==> config.mk <==
export PLATFORM = sky130hd
export DESIGN_NAME = intc
export DESIGN_NICKNAME = d
export VERILOG_FILES = /design/src/rtl/intc.sv
export SDC_FILE = /design/constraint.sdc
export NUM_CORES = 1
export LEC_CHECK = 0
export CAP_MARGIN = 20
export CORE_UTILIZATION = 27
export CTS_BUF_LIST = sky130_fd_sc_hd__clkbuf_8 sky130_fd_sc_hd__clkbuf_16
export DETAILED_ROUTE_END_ITERATION = 12
export PLACE_DENSITY_LB_ADDON = 0.12
export SETUP_SLACK_MARGIN = 0.3
export SLEW_MARGIN = 10
export SYNTH_ARGS = -nofsm -noshare
export SYNTH_HDL_FRONTEND = slang
export SYNTH_SLANG_ARGS = --single-unit
==> constraint.sdc <==
create_clock -name clk -period 1.4 [get_ports clk]
set_input_delay 0.14 -clock clk [delete_from_list [all_inputs] [get_ports clk]]
set_output_delay 0.14 -clock clk [all_outputs]
set_load 0.01 [all_outputs]
==> src/rtl/intc.sv <==
// intc: AHB-lite interrupt controller with level/edge sources, masking and fixed priority (index 0 highest).
// Define INTC_EDGE_DETECT_EN to build the TYPE register and edge latching; otherwise every source is level.
module intc #(
  parameter int NUM_SRC = 8
) (
  input  logic               clk,
  input  logic               rst_n,
  input  logic [31:0]        haddr,
  input  logic [31:0]        hwdata,
  input  logic               hwrite,
  input  logic [2:0]         hsize,
  input  logic               hsel,
  output logic [31:0]        hrdata,
  output logic               hready,
  output logic [1:0]         hresp,
  input  logic [NUM_SRC-1:0] irq_src,
  output logic               irq_out,
  output logic [4:0]         irq_id
);

  localparam logic [7:0] ADDR_PEND   = 8'h00;
  localparam logic [7:0] ADDR_ENABLE = 8'h04;
  localparam logic [7:0] ADDR_STATUS = 8'h08;
  localparam logic [7:0] ADDR_CLAIM  = 8'h0C;
  localparam logic [7:0] ADDR_TYPE   = 8'h10;
  localparam logic [7:0] ADDR_GCTRL  = 8'h14;

  logic [NUM_SRC-1:0] src_q;
  logic [NUM_SRC-1:0] enable_q;
  logic               gctrl_q;
  logic               irqOut_q;
  logic [4:0]         irqId_q;

  logic [NUM_SRC-1:0] pend;
  logic [NUM_SRC-1:0] typeView;
  logic [NUM_SRC-1:0] active;
  logic [NUM_SRC-1:0] wrData;
  logic [7:0]         addr;
  logic               wrEn;
  logic               irqOut_d;
  logic [4:0]         irqId_d;
  logic [4:0]         firstId;

  // Only the low address byte and low data bits matter; size is ignored.
  logic unusedBits;
  assign unusedBits = ^{haddr[31:8], hsize, hwdata};

  assign addr   = haddr[7:0];
  assign wrEn   = hsel && hwrite;
  assign wrData = hwdata[NUM_SRC-1:0];

  assign hready = 1'b1;
  assign hresp  = 2'b00;

  always_ff @(posedge clk or negedge rst_n) begin
    if (!rst_n) begin
      src_q    <= '0;
      enable_q <= '0;
      gctrl_q  <= 1'b0;
    end else begin
      src_q <= irq_src;
      if (wrEn && addr == ADDR_ENABLE) enable_q <= wrData;
      if (wrEn && addr == ADDR_GCTRL)  gctrl_q  <= hwdata[0];
    end
  end

`ifdef INTC_EDGE_DETECT_EN
  logic [NUM_SRC-1:0] type_q;
  logic [NUM_SRC-1:0] edgePend_q;
  logic [NUM_SRC-1:0] edgePend_d;
  logic [NUM_SRC-1:0] rise;
  logic [NUM_SRC-1:0] w1c;

  // A fresh rising edge beats a simultaneous W1C; level bits keep the latch empty.
  assign rise       = irq_src & ~src_q;
  assign w1c        = (wrEn && addr == ADDR_PEND) ? wrData : '0;
  assign edgePend_d = type_q & ((edgePend_q & ~w1c) | rise);

  always_ff @(posedge clk or negedge rst_n) begin
    if (!rst_n) begin
      type_q     <= '0;
      edgePend_q <= '0;
    end else begin
      edgePend_q <= edgePend_d;
      if (wrEn && addr == ADDR_TYPE) type_q <= wrData;
    end
  end

  assign typeView = type_q;
  assign pend     = (type_q & edgePend_q) | (~type_q & src_q);
`else
  assign typeView = '0;
  assign pend     = src_q;
`endif

  assign active   = pend & enable_q;
  assign irqOut_d = gctrl_q && (|active);

  always_comb begin
    firstId = '0;
    for (int i = NUM_SRC - 1; i >= 0; i--) begin
      if (active[i]) firstId = 5'(i);
    end
  end

  assign irqId_d = irqOut_d ? firstId : 5'd0;

  always_ff @(posedge clk or negedge rst_n) begin
    if (!rst_n) begin
      irqOut_q <= 1'b0;
      irqId_q  <= 5'd0;
    end else begin
      irqOut_q <= irqOut_d;
      irqId_q  <= irqId_d;
    end
  end

  assign irq_out = irqOut_q;
  assign irq_id  = irqId_q;

  always_comb begin
    hrdata = 32'd0;
    case (addr)
      ADDR_PEND:   hrdata = 32'(pend);
      ADDR_ENABLE: hrdata = 32'(enable_q);
      ADDR_STATUS: hrdata = 32'(active);
      ADDR_CLAIM:  hrdata = {irqOut_q, 26'd0, irqId_q};
      ADDR_TYPE:   hrdata = 32'(typeView);
      ADDR_GCTRL:  hrdata = {31'd0, gctrl_q};
      default:     hrdata = 32'd0;
    endcase
  end

endmodule

==> results of run 1 <==
## power by group
part	switching (mW)	internal (mW)	total, mW
clock	0.204	0.198	0.402
sequential	0.0157	0.625	0.641
combinational	0.115	0.140	0.256
## placed cells by master, fill, tap and decap left out, drive strengths merged, types with 2 or more instances in the layout
master,Yosys,layout
buf,30,51
conb,2,28
dfrtp,21,21
clkdlybuf4s50,0,20
nand2,13,13
mux2,9,9
nor2,9,9
mux2i,8,8
nand3,6,6
o22a,5,5
dlygate4sd2,0,4
clkbuf,3,3
nor3,3,3
or3,2,2
o22ai,2,2
a211oi,2,2
inv,2,2
a31oi,2,2
clkdlybuf4s15,0,2
## final timing paths
check / start / end / slack, ps
max in group asynchronous: rst_n / irq_id[2]$_DFF_PN0_ / 960
min in group clk: irq_src[5] / pend[5]$_DFF_PN0_ / 310
hold reg to reg: enable_q[1]$_DFFE_PN0P_ / enable_q[1]$_DFFE_PN0P_ / 610
setup reg to reg: enable_q[6]$_DFFE_PN0P_ / irq_id[0]$_DFF_PN0_ / 220
setup / recovery: haddr[1] / enable_q[1]$_DFFE_PN0P_ / -380
hold / removal: rst_n / pend[5]$_DFF_PN0_ / 220
## cells by family (layout without fill, tap and decap cells)
family / Yosys count / after routing / synth area share (%)
AND/OR/NAND/NOR: 35 / 35 / 12.4
AO/OA/AOI/OAI: 17 / 17 / 10.1
multiplexers: 17 / 17 / 16.5
other: 2 / 28 / 0.584
flip-flops: 21 / 21 / 40.9
buffers and inverters: 35 / 83 / 19.6
## timing repair
| action | CTS | global route |
|---|---|---|
| gates resized for setup | 80 | 21 |
| setup endpoints to repair | 24 | 23 |
| gates cloned | 0 | 0 |
| pin swaps | 11 | 12 |
| setup buffers | 8 | 4 |
## worst reg2reg max path: cells and delay by family (launching register included)
family / cells / cell delay [ps]
AO/OA/AOI/OAI: 2 / 410
buffers and inverters: 1 / 100
flip-flops: 1 / 410
AND/OR/NAND/NOR: 2 / 160
## area by class of cell
cell class | count | area [um2]
repair buffers | 77 | 674
clock inverters | 1 | 5.00
flip-flops and latches | 21 | 526
fillers | 429 | 2450
multi-input cells | 97 | 706
well taps | 52 | 65.1
inverters | 2 | 7.51
clock buffers | 3 | 41.3
## layer usage
metal | vias up | routed length [um] | share of wire (%)
met5 | - | 0 | 0
met4 | 0 | 15 | 0.48
met3 | 2 | 151 | 4.8
met2 | 44 | 1680 | 53
met1 | 523 | 1310 | 41
li1 | 531 | - | -
## registers in the layout (all words and copies together), names as in the netlist
| name | count |
|---|---|
| enable_q | 8 |
| irq_id | 3 |
| gctrl_q | 1 |
| pend | 8 |
| irq_out | 1 |
## stage by stage
stage	hold WS [ps]	area (um2)	utilization [%]	std cells	TNS, ps
2_1_floorplan	-156	1390	-	153	-5940
3_3_place_gp	508	1810	40.4	237	-18470
3_5_place_dp	513	1810	40.4	237	-18960
4_1_cts	227	1920	43.0	249	-7310
5_1_grt	251	2020	45.2	253	-6440
6_report	217	2020	45.2	253	-5990
==> reports/results.txt, run 1 <==
Ratio of cells with drive above 1 in the final layout - 42.3%
Status - finished, violations left
TritonCTS clock tree - yes
Initial antenna violation count - 0
Kind of cell adding the most delay to the critical path - simple AND/OR/NAND/NOR gates
Max cap viols - 0
DR vias - 1,100
Diodes inserted - 0
First-pass GRT wire length - 5.02 mm
DRC Markers - 10
Root Driver - clkbuf_8
Worst skew pair latency - 260 ps
Post-synth EDFFs - 0
Post-Place Worst Slack - -1150 ps
Worst reg-to-reg path cell count - 5
Most Frequent Cell on Critical Path - or3_4
Pin count of the biggest net entering global routing - 22
Crit-path max cell delay - 530 ps
HPWL after DPL - 2.32 mm
Hold Buf Count CTS - 0
M1 GR Usage - 14.9%
Synth top cells by count - 28 x buf_4, 21 x dfrtp_1, 13 x nand2_1, 9 x nor2_1
Synth top area cells - dfrtp_1 41%, buf_4 16%, mux2_4 9.3%, mux2i_1 6.2%, nand2_1 3.8%
Critical setup path kind - input port to flop
CP max FO - 8
I/O pins - 120
Failing checks - design-rule violations, negative setup slack
Most used routing layer - met2
H-tree depth - 1
Final hold vios - 0
Leading area contributor after synthesis - dfrtp_1
ANT nets after route - 0
Critical Path, Cell by Cell - buf_6 -> or4_4 -> or3_4 -> or3_4 -> mux2_4
Worst VDD drop - 274 uV
Worst-path clk slew - 80 ps
Yosys Warn Count - 0
Final WS setup - -385 ps
PwrDens - 641 mW/mm2
Die width - 71.0 um
Endpoint class of the critical path - flop
Critical path's slowest cell - or4_4
P&R area growth vs syn - 57.5%
P_leak - 1.01 nW
GR Overflow Total - 0
Top_reg_cell synth - dfrtp_1
Pwr Total - 1.30 mW
Distinct cell type count after synthesis - 27
Avg Inst Size Synth - 10.1 um2
CTS buffer count - 3
CP arrival - 1930 ps
Wire per inst - 12.5 um
RSZ-0062 raised after global routing - yes
Vias in the first global route - 1,065
Final wirelength - 3.15 mm
Synthesized flop and latch total - 21
Clock tree sinks - 21
Site row count - 24
Chip height - 71.0 um
Avg Vias per Cell - 4.35
Router iterations before antenna repair - 8
Initial DRC count - 43
WP buf/inv - 1
Asr flop ratio synth - 100%
Post-synth top area share - 40.9%
Met3 Usage GRT - 2.99%
Count leader, synth - buf_4
Req. time, crit path - 1550 ps
Port Buffer Count - 40
CP Depth - 5
Max-slew violations - 0
M2 GR Usage - 23.8%
Final setup viols - 18
Critical Path Start Type - input port
Max Freq - 560 MHz
Cell count after synthesis - 127
Period utilisation layout - 127%
Fin nets - 281
CORE AREA - 0.00447 mm2
Hold Crit Class - input port to async pin
Post-synthesis sequential area ratio - 40.9%
Initial core utilization - 28.7%
Synth Cell Area - 0.00128 mm2
CTS max path bufs - 2
Tmin final - 1780 ps
Gpl congestion - 0.769
Die Footprint - 0.00504 mm2
Skew final - 6.73 ps
Overall routing resource usage - 12.8%
(Power assumes the default switching activity.)
==> run 2, diff against run 1 <==
--- a/config.mk
+++ b/config.mk
@@ -11,7 +11,7 @@
 export DETAILED_ROUTE_END_ITERATION = 12
 export PLACE_DENSITY_LB_ADDON = 0.12
 export SETUP_SLACK_MARGIN = 0.3
-export SLEW_MARGIN = 10
+export SLEW_MARGIN = 40
 export SYNTH_ARGS = -nofsm -noshare
 export SYNTH_HDL_FRONTEND = slang
 export SYNTH_SLANG_ARGS = --single-unit
==> results of run 2 <==
Final layout, timing and power as in run 1 (identical DEF).
==> RTL edit 1, RTL diff (settings of run 1) <==
Add a define of `INTC_EDGE_DETECT_EN`.
--- a/src/rtl/intc.sv
+++ b/src/rtl/intc.sv
@@ -1,4 +1,6 @@
 // intc: AHB-lite interrupt controller with level/edge sources, masking and fixed priority (index 0 highest).
 // Define INTC_EDGE_DETECT_EN to build the TYPE register and edge latching; otherwise every source is level.
+`define INTC_EDGE_DETECT_EN
+
 module intc #(
   parameter int NUM_SRC = 8
Function: changed (Yosys sat finds a counterexample within 4 cycles, from zero or initial values and one cycle with rst_n low).
==> RTL edit 1 against run 1 <==
- the run ends with negative setup slack left
- setup slack improved by 75 ps
- sequential cell count increased by 16
- cell area increased by 80%
- power rose by 110%
- first-iteration DRC count is 35% higher
- area after synthesis up 70%
- clock skew up 4.6 ps
- wire length rose by 93%
- critical path type is now reg -> out
- largest power group is now clock
==> RTL edit 1: results (changes against run 1) <==
* Ys flop type: dfrtp_1
* Total Routed Length at 6100 um (+93%)
* Ant. Diodes at 0 (unchanged)
* Netlist cell types at 48 (+78%)
* Hold crit path type: in -> reg
* Max Fanout on Critical Path at 2 (-6)
* Final Wtd Congestion at 0.736 (-4.2%)
* Clock Skew at 11.4 ps (+4.62 ps)
* Post-route setup slack at -310 ps (+74.9 ps)
* Peak VDD IR at 0.437 mV (+59%)
* Cells after Synth at 201 (+58%)
* Final setup vio count at 38 (+20)
* Worst EP arrival at 1570 ps (-360 ps)
* Failing checks: negative setup slack
* WL per Instance at 14.6 um (+17%)
* Clock buffer count from CTS at 5 (+2)
* Synth area leaders: dfrtp_1 43%, buf_4 9.6%, mux2_2 7.8%
* Nets at 395 (+41%)
* Slew Limit Fails at 0 (unchanged)
* Post-synthesis sequential area ratio at 42.5% (+1.6 points)
* Vias in the first global route at 1903 (+79%)
* DR iter-0 viols at 58 (+35%)
* Clock latency on the worst-skew pair at 290 ps (+30 ps)
* Area after DPL at 3100 um2 (+72%)
* Clk slew on worst S/H paths at about 90 ps
* Status: complete, but fails checks
* P_int at 2.04 mW (+110%)
* Setup TNS at -5480 ps (+512 ps)
* Detailed Place HPWL at 4260 um (+84%)
* Drt pass-1 iters at 4 (-4)
* Share of cells above drive strength 1 at 55.5% (+13 points)
* Synth async-reset ratio at 100% (unchanged)
* Static leakage at 1.64 nW (+62%)
* CTS H-tree depth at 2 (+1)
* Fillers at 756 (+76%)
* Largest net degree at the start of global routing at 38 (+73%)
* First-pass GRT wire length at 9850 um (+96%)
* Drt via density at 4.58 (+5.3%)
* Commonest cells post-synth: 37 x dfrtp_1, 28 x buf_4, 15 x mux2_2, 14 x nand2_1, 12 x nor2b_1
* Placed cell count at 393 (+66%)
* Aggregate global-route resource usage at 15.2% (+2.4 points)
RTL edit 1: final cells by class:
| type | count | area share [%] |
|---|---|---|
| multi-input cells | 152 | 38.7 |
| clock buffers | 5 | 1.88 |
| clock inverters | 3 | 1.88 |
| flip-flops and latches | 37 | 25.4 |
| inverters | 3 | 0.308 |
| repair buffers | 117 | 28.3 |
| well taps | 102 | 3.49 |
RTL edit 1: per-stage QoR:
stage	utilization [%]	worst slack [ps]	power [mW]
6_report	47.0	-310	2.69
5_1_grt	47.0	-395	2.80
4_1_cts	45.6	-371	2.69
3_5_place_dp	40.0	-1050	1.50
3_3_place_gp	40.0	-1050	1.50
2_1_floorplan	-	-355	1.34
RTL edit 1: kinds of logic (layout without fill, tap and decap cells):
family / count (synthesis) / count (layout) / share of synthesized area, %
DFF: 37 / 37 / 42.5
other: 2 / 28 / 0.345
AOI/OAI and AO/OA: 44 / 44 / 15.7
and+or+nand+nor: 55 / 55 / 14.8
muxes: 25 / 25 / 14.2
buffers and inverters: 38 / 128 / 12.5
RTL edit 1: power groups by stage:
stage	registers [mW]	clock network (mW)	logic [mW]
detailed placement	1.13	0	0.370
global route	1.12	1.21	0.477
CTS	1.11	1.16	0.419
global placement	1.13	0	0.371
floorplan	1.13	0	0.203
finish	1.11	1.14	0.439
RTL edit 1: worst paths after layout:
check / from / endpoint / slack, ps
max reg2reg: typeView[5] / irq_id[1] / -140
min reg2reg: edgePend_q[3] / edgePend_q[3] / 540
min: irq_src[5] / src_q[5] / 310
max in group asynchronous: rst_n / typeView[2] / 860
max: typeView[0] / hrdata[0] / -310
min in group asynchronous: rst_n / typeView[6] / 340
RTL edit 1: what timing repair did:
action,in CTS,in global routing
endpoints found under the setup margin,42,41
endpoints found under the hold margin,37,0
hold buffers,1,0
resized for setup,141,18
pin swaps,33,17
buffers inserted,14,3
RTL edit 1: per-layer routing:
metal	share of wire (%)	vias up	wire length (um)	GRT usage (%)
met5	0	-	0	0
met4	0	0	0	2.34
met3	5.5	0	336	2.99
met2	48	56	2920	24.9
met1	47	940	2840	21.2
li1	-	922	-	-
RTL edit 1: critical path: stages (launching register included):
cell and delay (ps):
dfrtp_1 400, mux2_4 230, nand2_4 50, o211a_1 210, o31ai_2 230, buf_2 170
==> RTL edit 2, RTL diff (settings of run 1) <==
Made on the original files. Register the output `irq_id` once more, cleared by the reset; this adds one clock of latency there. The other outputs are not delayed to match.
--- a/src/rtl/intc.sv
+++ b/src/rtl/intc.sv
@@ -117,5 +117,11 @@
 
   assign irq_out = irqOut_q;
-  assign irq_id  = irqId_q;
+  always_ff @(posedge clk or negedge rst_n) begin
+    if (!rst_n) begin
+      irq_id <= '0;
+    end else begin
+      irq_id <= irqId_q;
+    end
+  end
 
   always_comb begin
Function: changed (Yosys sat finds a counterexample within 4 cycles, from zero or initial values and one cycle with rst_n low).
==> RTL edit 2 against run 1 <==
- sequential cell count is 3 higher
- critical endpoint is now enable_q[6]
- the flow finishes with violations (negative setup slack)
- setup slack better by 30 ps
- wire length shrank 3.4%
- cell count increased by 4.3%
- critical path type unchanged
- largest cell class unchanged
- die area up 5.7%
- sequential share of layout area is 2.5 points higher
- area after synthesis increased by 5.8%
- power grew 22%
- cell area increased by 4.4%
- register-to-register slack better by 20 ps
- highest routed layer unchanged
- clock power up 50%
==> RTL edit 2: results (changes against run 1) <==
* Clock buffer count from CTS at 3 (unchanged)
* Aggregate global-route resource usage at 12.5% (-0.30 points)
* Post-route setup slack at -355 ps (+29.8 ps)
* Reg2reg start: enable_q[6]
* Drt pass-1 iters at 4 (-4)
* Ant. Diodes at 0 (unchanged)
* Final setup vio count at 17 (-1)
* Clock Skew at 3.47 ps (-3.26 ps)
* Clk slew on worst S/H paths at 80 ps (about the same)
* CTS H-tree depth at 1 (unchanged)
* Netlist cell types at 27 (unchanged)
* Share of cells above drive strength 1 at 41.1% (-1.2 points)
* Via count at 1092 (-0.73%)
* First-pass GRT wire length at 5040 um (+0.28%)
* DR iter-0 viols at 11 (-74%)
* Setup TNS at -4880 ps (+1110 ps)
* WHS at 223 ps (+5.72 ps)
* Detailed Place HPWL at 2280 um (-1.8%)
* Clock latency on the worst-skew pair at 260 ps (about the same)
* Worst EP arrival at 1910 ps (-20 ps)
* Nets at 277 (-1.4%)
* Largest net degree at the start of global routing at 25 (+14%)
* Fillers at 481 (+12%)
* Syn_area_per_cell at 10.5 um2 (+3.4%)
* Post-synthesis sequential area ratio at 44.2% (+3.3 points)
* Crit Reg-Reg Endpoint: irqId_q[0]
* Post-Layout Cell Count at 264 (+4.3%)
* Commonest cells post-synth: 28 x buf_4, 24 x dfrtp_1, 13 x nand2_1, 9 x nor2_1
* Ys flop type: dfrtp_1
* Final Wtd Congestion at 0.828 (+7.7%)
* Area after DPL at 1880 um2 (+4.2%)
* Hold crit path type: in -> async
* Status: complete, but fails checks
* Placed cell count at 251 (+5.9%)
* Reg2reg setup slack at 240 ps (+20 ps)
* Initial antenna violation count at 0 (unchanged)
* Final Cell Area at 2110 um2 (+4.4%)
* Synth area leaders: dfrtp_1 44%, buf_4 15%, mux2_4 8.8%
* Static leakage at 1.05 nW (+4.1%)
* Peak VDD IR at 0.333 mV (+21%)
* IO Port Bufs at 40 (unchanged)
* WL per Instance at 11.5 um (-7.4%)
* Max Buffers Root-to-Sink at 2 (unchanged)
* Failing checks: negative setup slack
* Number of synthesized flops with an enable pin at 0 (unchanged)
==> RTL edit 2: worst max-delay path: stages <==
cell	delay, ps
buf_6	90
or4_4	520
or3_4	380
or3_4	450
mux2_4	330
==> RTL edit 2: per-layer routing <==
metal | GRT usage [%] | up-vias | routed length (um) | part of all wire (%)
li1 | - | 526 | - | -
met1 | 15.2 | 521 | 1320 | 43
met2 | 21.7 | 43 | 1550 | 51
met3 | 3.04 | 2 | 152 | 5.0
met4 | 3.92 | 0 | 25 | 0.82
met5 | 0 | - | 0 | 0
==> RTL edit 2: final cells by class <==
type | instances | share of cell area, %
clock buffers | 3 | 1.95
clock inverters | 1 | 1.42
repair buffers | 70 | 29.3
inverters | 2 | 0.355
well taps | 67 | 3.97
multi-input cells | 97 | 34.6
flip-flops and latches | 24 | 28.4
==> RTL edit 2: kinds of logic after synthesis <==
logic type,synth area share (%)
AND/OR/NAND/NOR,11.7
buffers and inverters,18.5
flip-flops,44.2
AO/OA/AOI/OAI,9.57
multiplexers,15.5
other,0.552
==> RTL edit 2: worst max path at each step <==
stage | slack [ps] | end | cells past startpoint | from
final | -350 | enable_q[6] | 5 | haddr[0]
after global routing | -370 | hrdata[1] | 6 | haddr[0]
after floorplan | -640 | enable_q[0] | 6 | haddr[7]
after detailed placement | -1110 | hrdata[6] | 6 | haddr[7]
after CTS | -390 | enable_q[6] | 5 | haddr[0]
after global placement | -1100 | hrdata[6] | 6 | haddr[7]
==> RTL edit 2: per-stage QoR <==
stage | utilization [%] | setup WS [ps]
3_3_place_gp | 39.4 | -1100
3_5_place_dp | 39.4 | -1110
6_report | 44.2 | -355
5_1_grt | 44.2 | -371
2_1_floorplan | - | -636
4_1_cts | 41.7 | -391
==> RTL edit 2: repair_timing <==
action | 4_1_cts | 5_1_grt
hold buffers | 0 | 0
pin swaps | 17 | 13
setup endpoints to repair | 24 | 23
resized for setup | 71 | 27
buffers inserted | 6 | 3
==> RTL edit 2: power by group <==
part	leakage (nW)	total (mW)	switching, mW	internal, mW
clock network	0.0357	0.604	0.222	0.382
registers	0.316	0.728	0.0161	0.712
logic	0.703	0.259	0.118	0.141
total	1.05	1.59	0.355	1.24
